File: config.mk
export PLATFORM = sky130hd
export DESIGN_NAME = option_feeder
export DESIGN_NICKNAME = d
export VERILOG_FILES = /design/src/rtl/nonogram_pkg.sv /design/src/rtl/option_ring.sv /design/src/rtl/option_feeder.sv
export SDC_FILE = /design/constraint.sdc
export NUM_CORES = 1
export LEC_CHECK = 0
export CAP_MARGIN = 15
export CORE_ASPECT_RATIO = 1.25
export CORE_UTILIZATION = 35
export DETAILED_ROUTE_END_ITERATION = 16
export GPL_ROUTABILITY_DRIVEN = 0
export SYNTH_ARGS = -nofsm -noshare
export SYNTH_HDL_FRONTEND = slang
export SYNTH_SLANG_ARGS = --single-unit
File: constraint.sdc
create_clock -name clk -period 7.2 [get_ports clk]
set_input_delay 1.08 -clock clk [delete_from_list [all_inputs] [get_ports clk]]
set_output_delay 1.08 -clock clk [all_outputs]
set_load 0.02 [all_outputs]
File: src/rtl/nonogram_pkg.sv
// nonogram_pkg: shared queue entry and feeder state types for the option stream.
package nonogram_pkg;
  localparam int Q_SIZE = 3;
  typedef struct packed {logic hdr; logic [Q_SIZE-1:0] data;} q_entry_t;
  typedef enum logic [2:0] {IDLE, LOAD, ISSUE, WAIT_KEEP, DONE} feeder_state_t;
endpackage

File: src/rtl/option_ring.sv
// option_ring: circular FIFO with combinational head, push/pop in the same cycle keeps occupancy.
module option_ring #(
  parameter int W = 4,
  parameter int DEPTH = 64
) (
  input  logic                     clk,
  input  logic                     rst_n,
  input  logic                     push,
  input  logic [W-1:0]             push_data,
  input  logic                     pop,
  output logic [W-1:0]             head,
  output logic                     full,
  output logic                     empty,
  output logic [$clog2(DEPTH):0]   count
);
  localparam int AW = $clog2(DEPTH);
  logic [W-1:0] mem [DEPTH];
  logic [AW-1:0] wr_ptr, rd_ptr;
  assign head = mem[rd_ptr];
  assign full = count == (AW+1)'(DEPTH);
  assign empty = count == '0;
  always_ff @(posedge clk or negedge rst_n)
    if (!rst_n) begin
      wr_ptr <= '0;
      rd_ptr <= '0;
      count <= '0;
    end else begin
      wr_ptr <= wr_ptr + AW'(push);
      rd_ptr <= rd_ptr + AW'(pop);
      count <= count + (AW+1)'(push) - (AW+1)'(pop);
    end
  always_ff @(posedge clk) begin
    if (push) mem[wr_ptr] <= push_data;
    assert (!(push && full && !pop));
  end
endmodule

File: src/rtl/option_feeder.sv
// option_feeder: issues the line/option queue to the solver, re-appends survivors and
// detects completion by solver report or by a pass that removed nothing.
module option_feeder import nonogram_pkg::*; #(
  parameter int SIZE = 3,
  parameter int DEPTH = 64
) (
  input  logic                   clk,
  input  logic                   rst_n,
  input  logic                   load_valid,
  input  logic [SIZE-1:0]        load_data,
  input  logic                   load_hdr,
  output logic                   load_ready,
  input  logic                   load_done,
  output logic                   out_valid,
  output logic [SIZE-1:0]        out_data,
  output logic                   out_hdr,
  input  logic                   out_ready,
  input  logic                   keep_valid,
  input  logic                   keep,
  input  logic                   solved,
  output logic                   done,
  output logic                   stalled,
  output logic [$clog2(DEPTH):0] entries
);
  localparam int CW = $clog2(DEPTH) + 1;
  feeder_state_t state;
  logic [CW-1:0] pass_len, pass_pos, count, pos_n, end_len;
  logic [SIZE:0] head, push_word;
  logic [SIZE-1:0] opt;
  logic removed, full, empty, push, fire, verdict, hdr_end, pass_end, end_rem;
  option_ring #(.W(SIZE+1), .DEPTH(DEPTH)) u_ring (
    .clk(clk), .rst_n(rst_n), .push(push), .push_data(push_word), .pop(fire),
    .head(head), .full(full), .empty(empty), .count(count)
  );
  assign load_ready = state == LOAD && !full;
  assign out_valid = state == ISSUE && !empty;
  assign out_hdr = out_valid & head[SIZE];
  assign out_data = out_valid ? head[SIZE-1:0] : '0;
  assign done = state == DONE;
  assign entries = count;
  // solved wins over any handshake or verdict in the same cycle
  always_comb begin
    fire = out_valid && out_ready && !solved;
    verdict = state == WAIT_KEEP && keep_valid && !solved;
    push = (load_valid && load_ready) || (fire && head[SIZE]) || (verdict && keep);
    push_word = state == LOAD ? {load_hdr, load_data} : state == ISSUE ? head : {1'b0, opt};
    pos_n = pass_pos + CW'(1);
    hdr_end = fire && head[SIZE] && pos_n == pass_len;
    pass_end = hdr_end || (verdict && pass_pos == pass_len);
    end_rem = hdr_end ? removed : removed | !keep;
    end_len = hdr_end ? count : count + CW'(keep);
  end
  always_ff @(posedge clk or negedge rst_n)
    if (!rst_n) begin
      state <= IDLE;
      pass_len <= '0;
      pass_pos <= '0;
      removed <= 1'b0;
      stalled <= 1'b0;
      opt <= '0;
    end else if ((state == ISSUE || state == WAIT_KEEP) && solved) begin
      state <= DONE;
      stalled <= 1'b0;
    end else if (pass_end) begin
      if (end_rem && end_len != '0) begin
        pass_len <= end_len;
        pass_pos <= '0;
        removed <= 1'b0;
        state <= ISSUE;
      end else begin
        state <= DONE;
        stalled <= 1'b1;
      end
    end else
      case (state)
        IDLE: if (load_valid) state <= LOAD;
        LOAD:
          if (load_done) begin
            // the first pass has no baseline, so it always counts as progress
            if (count == '0 && !push) begin
              state <= DONE;
              stalled <= 1'b1;
            end else begin
              pass_len <= count + CW'(push);
              pass_pos <= '0;
              removed <= 1'b1;
              state <= ISSUE;
            end
          end
        ISSUE:
          if (fire) begin
            pass_pos <= pos_n;
            if (!head[SIZE]) begin
              opt <= head[SIZE-1:0];
              state <= WAIT_KEEP;
            end
          end
        WAIT_KEEP:
          if (verdict) begin
            removed <= removed | !keep;
            state <= ISSUE;
          end
        default: state <= DONE;
      endcase
endmodule

==> Yosys cells after proc, flatten, opt, wreduce, memory -nomap -nowiden <==
Memories as Yosys holds them, arrays and structs flattened.
Index checks and enable logic that the tools add are counted.
{ "word_totals": {"reg_bits": 41, "ramBits": 256, "input_bits": 12, "output_inout_bits": 15, "elab_cells": 119, "memories": 1} }
{ "memory_table": {"columns": ["name", "depth", "width", "rd", "rd_clocked_by_memory_dff", "wr", "line", "rtl"], "rows": [
  ["u_ring.mem", 64, 4, 1, 0, 1, "option_ring.sv:17", "logic [W-1:0] mem [DEPTH];"]
]} }
{ "op_classes": {"addsub": 6, "eq_ne": 19, "muxes": 40, "bitwise": 5, "n_reduce_logical": 39} }
{ "op_table": {"columns": ["op", "count"], "rows": [
  ["$mux W7", 11],
  ["$mux W3", 10],
  ["$reduce_and A5 Y1", 3],
  ["$reduce_bool A3 Y1", 5],
  ["$add A7 B1 Y7", 2],
  ["$eq A7 B7 Y1", 2],
  ["$logic_and A1 B1 Y1", 14],
  ["$mux W1", 14],
  ["$pmux W7 S2", 1],
  ["$add A6 B1 Y6", 2],
  ["$ne A3 B3 Y1 const B", 4],
  ["$ne A4 B3 Y1 const B", 3],
  ["$pmux W3 S4", 1],
  ["$reduce_and A6 Y1", 2],
  ["$mux W4", 2],
  ["$add A7 B1 Y7 const B", 1],
  ["$eq A7 B7 Y1 const B", 1],
  ["$logic_not A7 Y1", 1],
  ["$reduce_bool A7 Y1", 1],
  ["$sub A7 B1 Y7", 1],
  ["$eq A3 B2 Y1 const B", 2],
  ["$logic_not A1 Y1", 5],
  ["$logic_or A1 B1 Y1", 4],
  ["$ne A4 B2 Y1 const B", 1],
  ["13 further kinds", 16]
]} }

==> Depth between registers and ports, before layout <==
Gate-level depths: netlist of the first run.
{ "depth": {"ltp_word": 15, "depth_mapped": 18, "mapped_depth_nobuf": 14} }

==> By module <==
Synthesis of the first run repeated with hierarchy kept, for this count alone.
{ "unflattened": {"cells_unflattened": 853, "area_unflattened_um2": 13192.7} }
{ "by_module_without_submodules": {"columns": ["mod", "n_inst", "cells_per_inst", "area_per_inst_um2", "seq_area_each_um2"], "rows": [
  ["option_ring", 1, 635, 11234.5, 8162.8],
  ["option_feeder", 1, 218, 1958.1, 550.5]
]} }

==> Worst setup path after synthesis of the first run <==
Ideal clock, no wire load.
{ "synth_timing": {"path_kind": "register to register", "start": "reg u_ring.rd_ptr[1]", "end": "mem u_ring.mem[0][3], data pin", "setup_ns": 0.702, "t_arrival_ns": 4.182, "required_ns": 6.498, "path_slack_ns": 2.316, "path_stages_with_launch": 8, "n_path_buf": 2, "synth_period_minus_slack_ns": 4.884, "cell_sequence": "dfrtp_1 -> clkbuf_1 -> clkbuf_1 -> o31ai_1 -> o31ai_1 -> o211a_1 -> a31oi_1 -> o21ai_0"} }
{ "synth_between": {"elab_chain_cells": 3} }
{ "synth_lines": {"columns": ["item", "line", "rtl"], "rows": [
  ["start, declared", "option_ring.sv:18", "logic [AW-1:0] wr_ptr, rd_ptr;"],
  ["start signal, assigned", "option_ring.sv:29", "rd_ptr <= rd_ptr + AW'(pop);"],
  ["$mem_v2 Z64 W4", null, null],
  ["$mux W4 (2 in a row)", "option_feeder.sv:46", "push_word = state == LOAD ? {load_hdr, load_data} : state == ISSUE ? head : {1'b0, opt};"],
  ["net push_word[3]", "option_feeder.sv:28", "logic [SIZE:0] head, push_word;"],
  ["end, declared", "option_ring.sv:17", null]
]} }
The timed path passes the listed nets, and every way through them passes these cells.

==> Worst setup path in the final report of the first run <==
{ "layout_timing": {"start": "reg u_ring.rd_ptr[0]", "end": "out out_data[2]"} }
{ "layout_between": {"elab_chain_cells": 2} }
{ "layout_lines": {"columns": ["item", "line", "rtl"], "rows": [
  ["$mem_v2 Z64 W4", null, null],
  ["$mux W3", "option_feeder.sv:38", "assign out_data = out_valid ? head[SIZE-1:0] : '0;"],
  ["end, declared", "option_feeder.sv:15", "output logic [SIZE-1:0] out_data,"]
]} }
Every way passes these cells.

==> qor.csv, run 1 <==
metric,value,unit
Total Routing Usage GR,15.0,%
CTS Buf Count,29,
nets,837,
"most common cell after layout, fill and taps aside",edfxtp_1,
Worst Clk Skew,0.0117,ns
crit share post-route,72.0,%
Std-Cell Rows,79,
synthesis-to-layout area growth,12.1,%
Max-Cap Viols,0,
Starting Density,35.4,%
M1 wire length,11400,µm
Least-Margin Pin Slew,0.972,ns
clk slew on worst S/H paths,0.06,ns
Sink Count,297,
initial antenna violation count,0,
final setup fails,0,
Post-synth EDFFs,256,
DRT Pass-1 Iters,4,
met3 WL post-DR,1120,µm
DPL Wire Length,18800,µm
setup slack after layout,2.01,ns
first-pass GRT wire length,43200,µm
post-synthesis cell count,789,
drt initial violations,482,
dpl cells,1266,
Period minus WS final,5.19,ns
sequential cell area,8720,µm²
leakage power,4.89,nW
DR WL/cell,21.5,µm
vias,7062,
hold_ws,0.530,ns
Synthesized Nets,812,
# IOs,27,
final count of hold timing violations,0,
Top Layer Used,met4,
routed wl met2,15200,µm
peak supply drop,0.181,mV
Core Area,37200,µm²
# diodes,0,
Routed WL,28400,µm
CP required,6.12,ns
via density per instance,5.34,
Worst EP arrival,4.11,ns
Die Wd,175,µm
largest net degree at the start of global routing,65,
most frequent cells in the layout,"edfxtp_1 (256), nor2_1 (87), mux4_2 (47), dfrtp_1 (39), clkbuf_16 (29)",
post-synthesis sequential area ratio,66.2,%
area of the multi-input gates,4110,µm²
Syn. warnings,0,
die area,38400,µm²
Final TNS setup,0,ns
Clock Latency Late Sink,0.55,ns
Setup crit end kind,primary output,
R2R depth,15,
Post-DP Area,13800,µm²
post-synth cell types,63,
dpl ws,2.16,ns
Resized cells post-CTS,0,
Final Max Slew Viols,0,
Setup crit start kind,flop,
"Setup Fix Bufs, Post-CTS",0,
Mapped Avg Cell Area,16.7,µm²
Post-Syn Area,13200,µm²
DRC,0,
fill count,3435,
Port Buffers,26,
grt total ovfl,0,
ys async rst share,13.8,%
antenna violation net count after detailed routing,0,
H-tree depth,1,
Slew headroom,34.8,%
status,completed,
# hold bufs at CTS,0,
CTS tree,yes,
Min-Delay Path Class,flop to flop,
Synth Register Bits,297,
ys flop type,edfxtp_1,
crit path kind,flop to primary output,
buffer depth of the longest clock path,3,
RSZ-0062 raised after global routing,no,
vias in the first global route,7120,
f_max,193,MHz
Root Driver,clkbuf_16,
design area,14800,µm²
die height,219,µm
fraction of layout cells with a size suffix above 1,15.3,%
"Cell Count, Final, Fillers Out",1322,
PwrDens,410,nW/µm²
worst-path fanout max,36,
hold path cells,1,
## synth_stat cells, types with 7 or more instances
| library cell | count | area share (%) |
|---|---|---|
| nand3_1 | 25 | 0.95 |
| mux4_1 | 26 | 5.2 |
| nand4_1 | 13 | 0.62 |
| mux2i_1 | 10 | 0.76 |
| dfrtp_1 | 41 | 7.8 |
| nor3_1 | 9 | 0.34 |
| mux4_2 | 47 | 8.0 |
| xnor2_1 | 23 | 1.5 |
| mux2_2 | 10 | 0.86 |
| clkbuf_1 | 15 | 0.43 |
| buf_2 | 7 | 0.27 |
| ha_1 | 11 | 1.0 |
| xor2_1 | 11 | 0.73 |
| edfxtp_1 | 256 | 58 |
| and3_1 | 8 | 0.38 |
| nand2_1 | 31 | 0.88 |
| inv_1 | 15 | 0.43 |
| o21ai_0 | 13 | 0.49 |
| o31ai_1 | 8 | 0.46 |
| and2_1 | 9 | 0.43 |
| nor2_1 | 87 | 2.5 |
## flip-flops by register name (all words and copies together), names as in the netlist
signal         count
u_ring.mem       256
pass_len           7
pass_pos           7
u_ring.count       7
u_ring.rd_ptr      6
u_ring.wr_ptr      6
opt                3
state              3
removed            1
stalled            1
## final timing paths
| check | slack (ns) | startpoint | endpoint |
|---|---|---|---|
| max in group asynchronous | 5.78 | rst_n | u_ring.rd_ptr[0]$_DFF_PN0_ |
| hold reg to reg | 0.53 | u_ring.rd_ptr[5]$_DFF_PN0_ | u_ring.rd_ptr[5]$_DFF_PN0_ |
| min in group asynchronous | 0.69 | rst_n | u_ring.count[3]$_DFF_PN0_ |
| setup / recovery | 2.01 | u_ring.rd_ptr[0]$_DFF_PN0_ | out_data[2] |
| hold / removal | 0.53 | u_ring.rd_ptr[5]$_DFF_PN0_ | u_ring.rd_ptr[5]$_DFF_PN0_ |
| setup reg to reg | 2.43 | u_ring.rd_ptr[1]$_DFF_PN0_ | u_ring.count[6]$_DFF_PN0_ |
## critical path: stages (launching register included)
cell	delay, ns
dfrtp_4	0.51
buf_4	0.54
mux4_1	0.69
mux4_2	0.52
mux4_2	0.54
and2_1	0.19
clkdlybuf4s50_1	0.54
## logic make-up (layout without fill, tap and decap cells)
group	after synthesis	count (layout)	share of synthesized area, %
flops	297	297	66.2
mux	102	102	15.7
compound gates	73	73	4.15
buf+inv	57	104	2.71
simple gates	215	215	7.93
fa+ha+maj	11	11	1.05
xor+xnor	34	34	2.26
## routing by layer
layer / track usage [%] / vias to the layer above
li1: - / 3177
met1: 17.8 / 3681
met2: 27.8 / 158
met3: 1.91 / 46
met4: 4.96 / 0
met5: 0 / -
## where the power goes
group          switching, W  internal, W
Clock              0.000620     0.000814
Sequential         0.000222      0.00238
Combinational       0.00119     0.000818
## cell type report
class / count / share of cell area [%]
Sequential cell: 297 / 59.1
Multi-Input combinational cell: 435 / 27.9
Clock buffer: 39 / 5.44
Tap cell: 486 / 4.12
Timing Repair Buffer: 35 / 2.44
Clock inverter: 14 / 0.644
Inverter: 16 / 0.407
## stage by stage
step	utilization [%]	total power, W
2_1_floorplan	-	0.00402
3_3_place_gp	37.1	0.00461
3_5_place_dp	37.1	0.00466
4_1_cts	39.5	0.00609
5_1_grt	39.7	0.00634
6_report	39.7	0.00605
Power figures use the tool's default switching activity.
==> inputs of run 2 (changes only) <==
- clock period: 7.2 -> 5 ns (I/O delays scaled with it)
==> qor.csv, run 2 (same netlist as run 1, synthesis figures left out) <==
metric,value,unit
status,completed,
"Setup Fix Bufs, Post-CTS",0,
Sink Count,297,
final setup fails,0,
Top delay family on crit path,multiplexers,
largest net degree at the start of global routing,65,
Starting Density,35.4,%
"most common cell after layout, fill and taps aside",edfxtp_1,
f_max,207,MHz
hold_ws,0.0595,ns
Top Layer Used,met4,
area of the multi-input gates,4110,µm²
vias in the first global route,7328,
leakage power,5.00,nW
RSZ-0062 raised after global routing,no,
die area,38400,µm²
first-pass GRT wire length,44400,µm
DRT Pass-1 Iters,5,
r2r startpoint,u_ring.rd_ptr[0]$_DFF_PN0_,
initial antenna violation count,0,
Setup crit start kind,flop,
fraction of layout cells with a size suffix above 1,17.4,%
"Cell Count, Final, Fillers Out",1344,
critical path cell sequence,buf_4 -> mux4_1 -> mux4_2 -> mux4_2 -> and2_1 -> clkdlybuf4s50_1,
fill count,3396,
Setup crit end kind,primary output,
met3 WL post-DR,1050,µm
CTS Buf Count,30,
# diodes,0,
Worst Clk Skew,0.0192,ns
# hold bufs at CTS,0,
crit path kind,flop to primary output,
buffer depth of the longest clock path,3,
# IOs,27,
Resized cells post-CTS,0,
Min-Delay Path Class,input port to asynchronous set/reset pin,
Max-Cap Viols,0,
R2R depth,14,
Port Buffers,26,
Final TNS setup,0,ns
R2R Setup Slk,0.62,ns
Core Area,37200,µm²
DRC,0,
sequential cell area,8720,µm²
via density per instance,5.29,
Die Wd,175,µm
Slew headroom,37.6,%
die height,219,µm
Root Driver,clkbuf_16,
Std-Cell Rows,79,
clk slew on worst S/H paths,0.06,ns
Routed WL,28700,µm
peak supply drop,0.288,mV
antenna violation net count after detailed routing,0,
Worst EP arrival,4.07,ns
worst-path fanout max,35,
cell mode on critical path,mux4_2,
CTS tree,yes,
CP required,4.25,ns
Final Max Slew Viols,0,
Least-Margin Pin Slew,0.937,ns
PwrDens,591,nW/µm²
vias,7108,
dpl cells,1289,
routed wl met2,15400,µm
CP peak stage delay,0.82,ns
Total Routing Usage GR,15.3,%
grt total ovfl,0,
FF-to-FF End,u_ring.count[6]$_DFF_PN0_,
count of buffer and inverter cells on the critical path,2,
H-tree depth,1,
Largest Register,u_ring.mem,
crit share post-route,96.4,%
drt initial violations,540,
DR WL/cell,21.3,µm
DPL Wire Length,19600,µm
Period minus WS final,4.82,ns
nets,858,
Clock Latency Late Sink,0.56,ns
synthesis-to-layout area growth,13.4,%
Crit-path slowest cell,dfrtp_4,
M1 wire length,11500,µm
most frequent cells in the layout,"edfxtp_1 (256), nor2_1 (87), mux4_2 (47), dfrtp_1 (39), clkbuf_16 (30)",
final count of hold timing violations,0,
max reg flops,256,
-- run 2: cell count changes in the layout (fill, tap and decap cells not counted) --
cell / delta
buf_4: +23
clkbuf_8: -4
buf_12: -3
bufinv_16: +2
clkinv_1: +2
clkbuf_1: -1
clkbuf_16: +1
clkinv_8: +1
inv_8: +1
-- run 2: final cells by class --
type / instances / share of cell area (%)
Clock inverter: 20 / 1.27
Clock buffer: 35 / 5.15
Sequential cell: 297 / 58.4
Inverter: 16 / 0.402
Tap cell: 486 / 4.07
Timing Repair Buffer: 55 / 3.17
Multi-Input combinational cell: 435 / 27.5
-- run 2: worst max path at each step --
| stage | start | endpoint | slack (ns) | cells after the start |
|---|---|---|---|---|
| after floorplan | u_ring.rd_ptr[1]$_DFF_PN0_ | u_ring.mem[0][3]$_DFFE_PP_ | 0.12 | 7 |
| after global placement | u_ring.rd_ptr[0]$_DFF_PN0_ | u_ring.count[6]$_DFF_PN0_ | 0.68 | 15 |
| after detailed placement | u_ring.rd_ptr[0]$_DFF_PN0_ | u_ring.count[6]$_DFF_PN0_ | 0.67 | 15 |
| after CTS | u_ring.rd_ptr[0]$_DFF_PN0_ | out_data[0] | 0.09 | 6 |
| after global routing | u_ring.rd_ptr[0]$_DFF_PN0_ | out_data[0] | 0.02 | 6 |
| final | u_ring.rd_ptr[0]$_DFF_PN0_ | out_data[2] | 0.18 | 6 |
-- run 2: power by group --
| part | total [W] | internal, W | switching [W] |
|---|---|---|---|
| clock | 0.00219 | 0.00126 | 0.000932 |
| combinational | 0.00283 | 0.00117 | 0.00167 |
| sequential | 0.00380 | 0.00344 | 0.000362 |
| total | 0.00882 | 0.00586 | 0.00296 |
-- run 2: stage by stage --
stage | power, W | setup WS (ns) | instance area (µm²) | utilization (%)
2_1_floorplan | 0.00579 | 0.116 | 13200 | -
5_1_grt | 0.00925 | 0.0167 | 14900 | 40.2
4_1_cts | 0.00894 | 0.0898 | 14900 | 40.2
3_5_place_dp | 0.00675 | 0.674 | 14000 | 37.6
3_3_place_gp | 0.00672 | 0.677 | 14000 | 37.6
6_report | 0.00882 | 0.178 | 14900 | 40.2
-- run 2: metal layers --
metal,vias to the layer above,GRT usage (%)
met2,161,28.2
met4,0,4.67
met5,-,0
met3,41,1.78
li1,3230,-
met1,3676,18.5
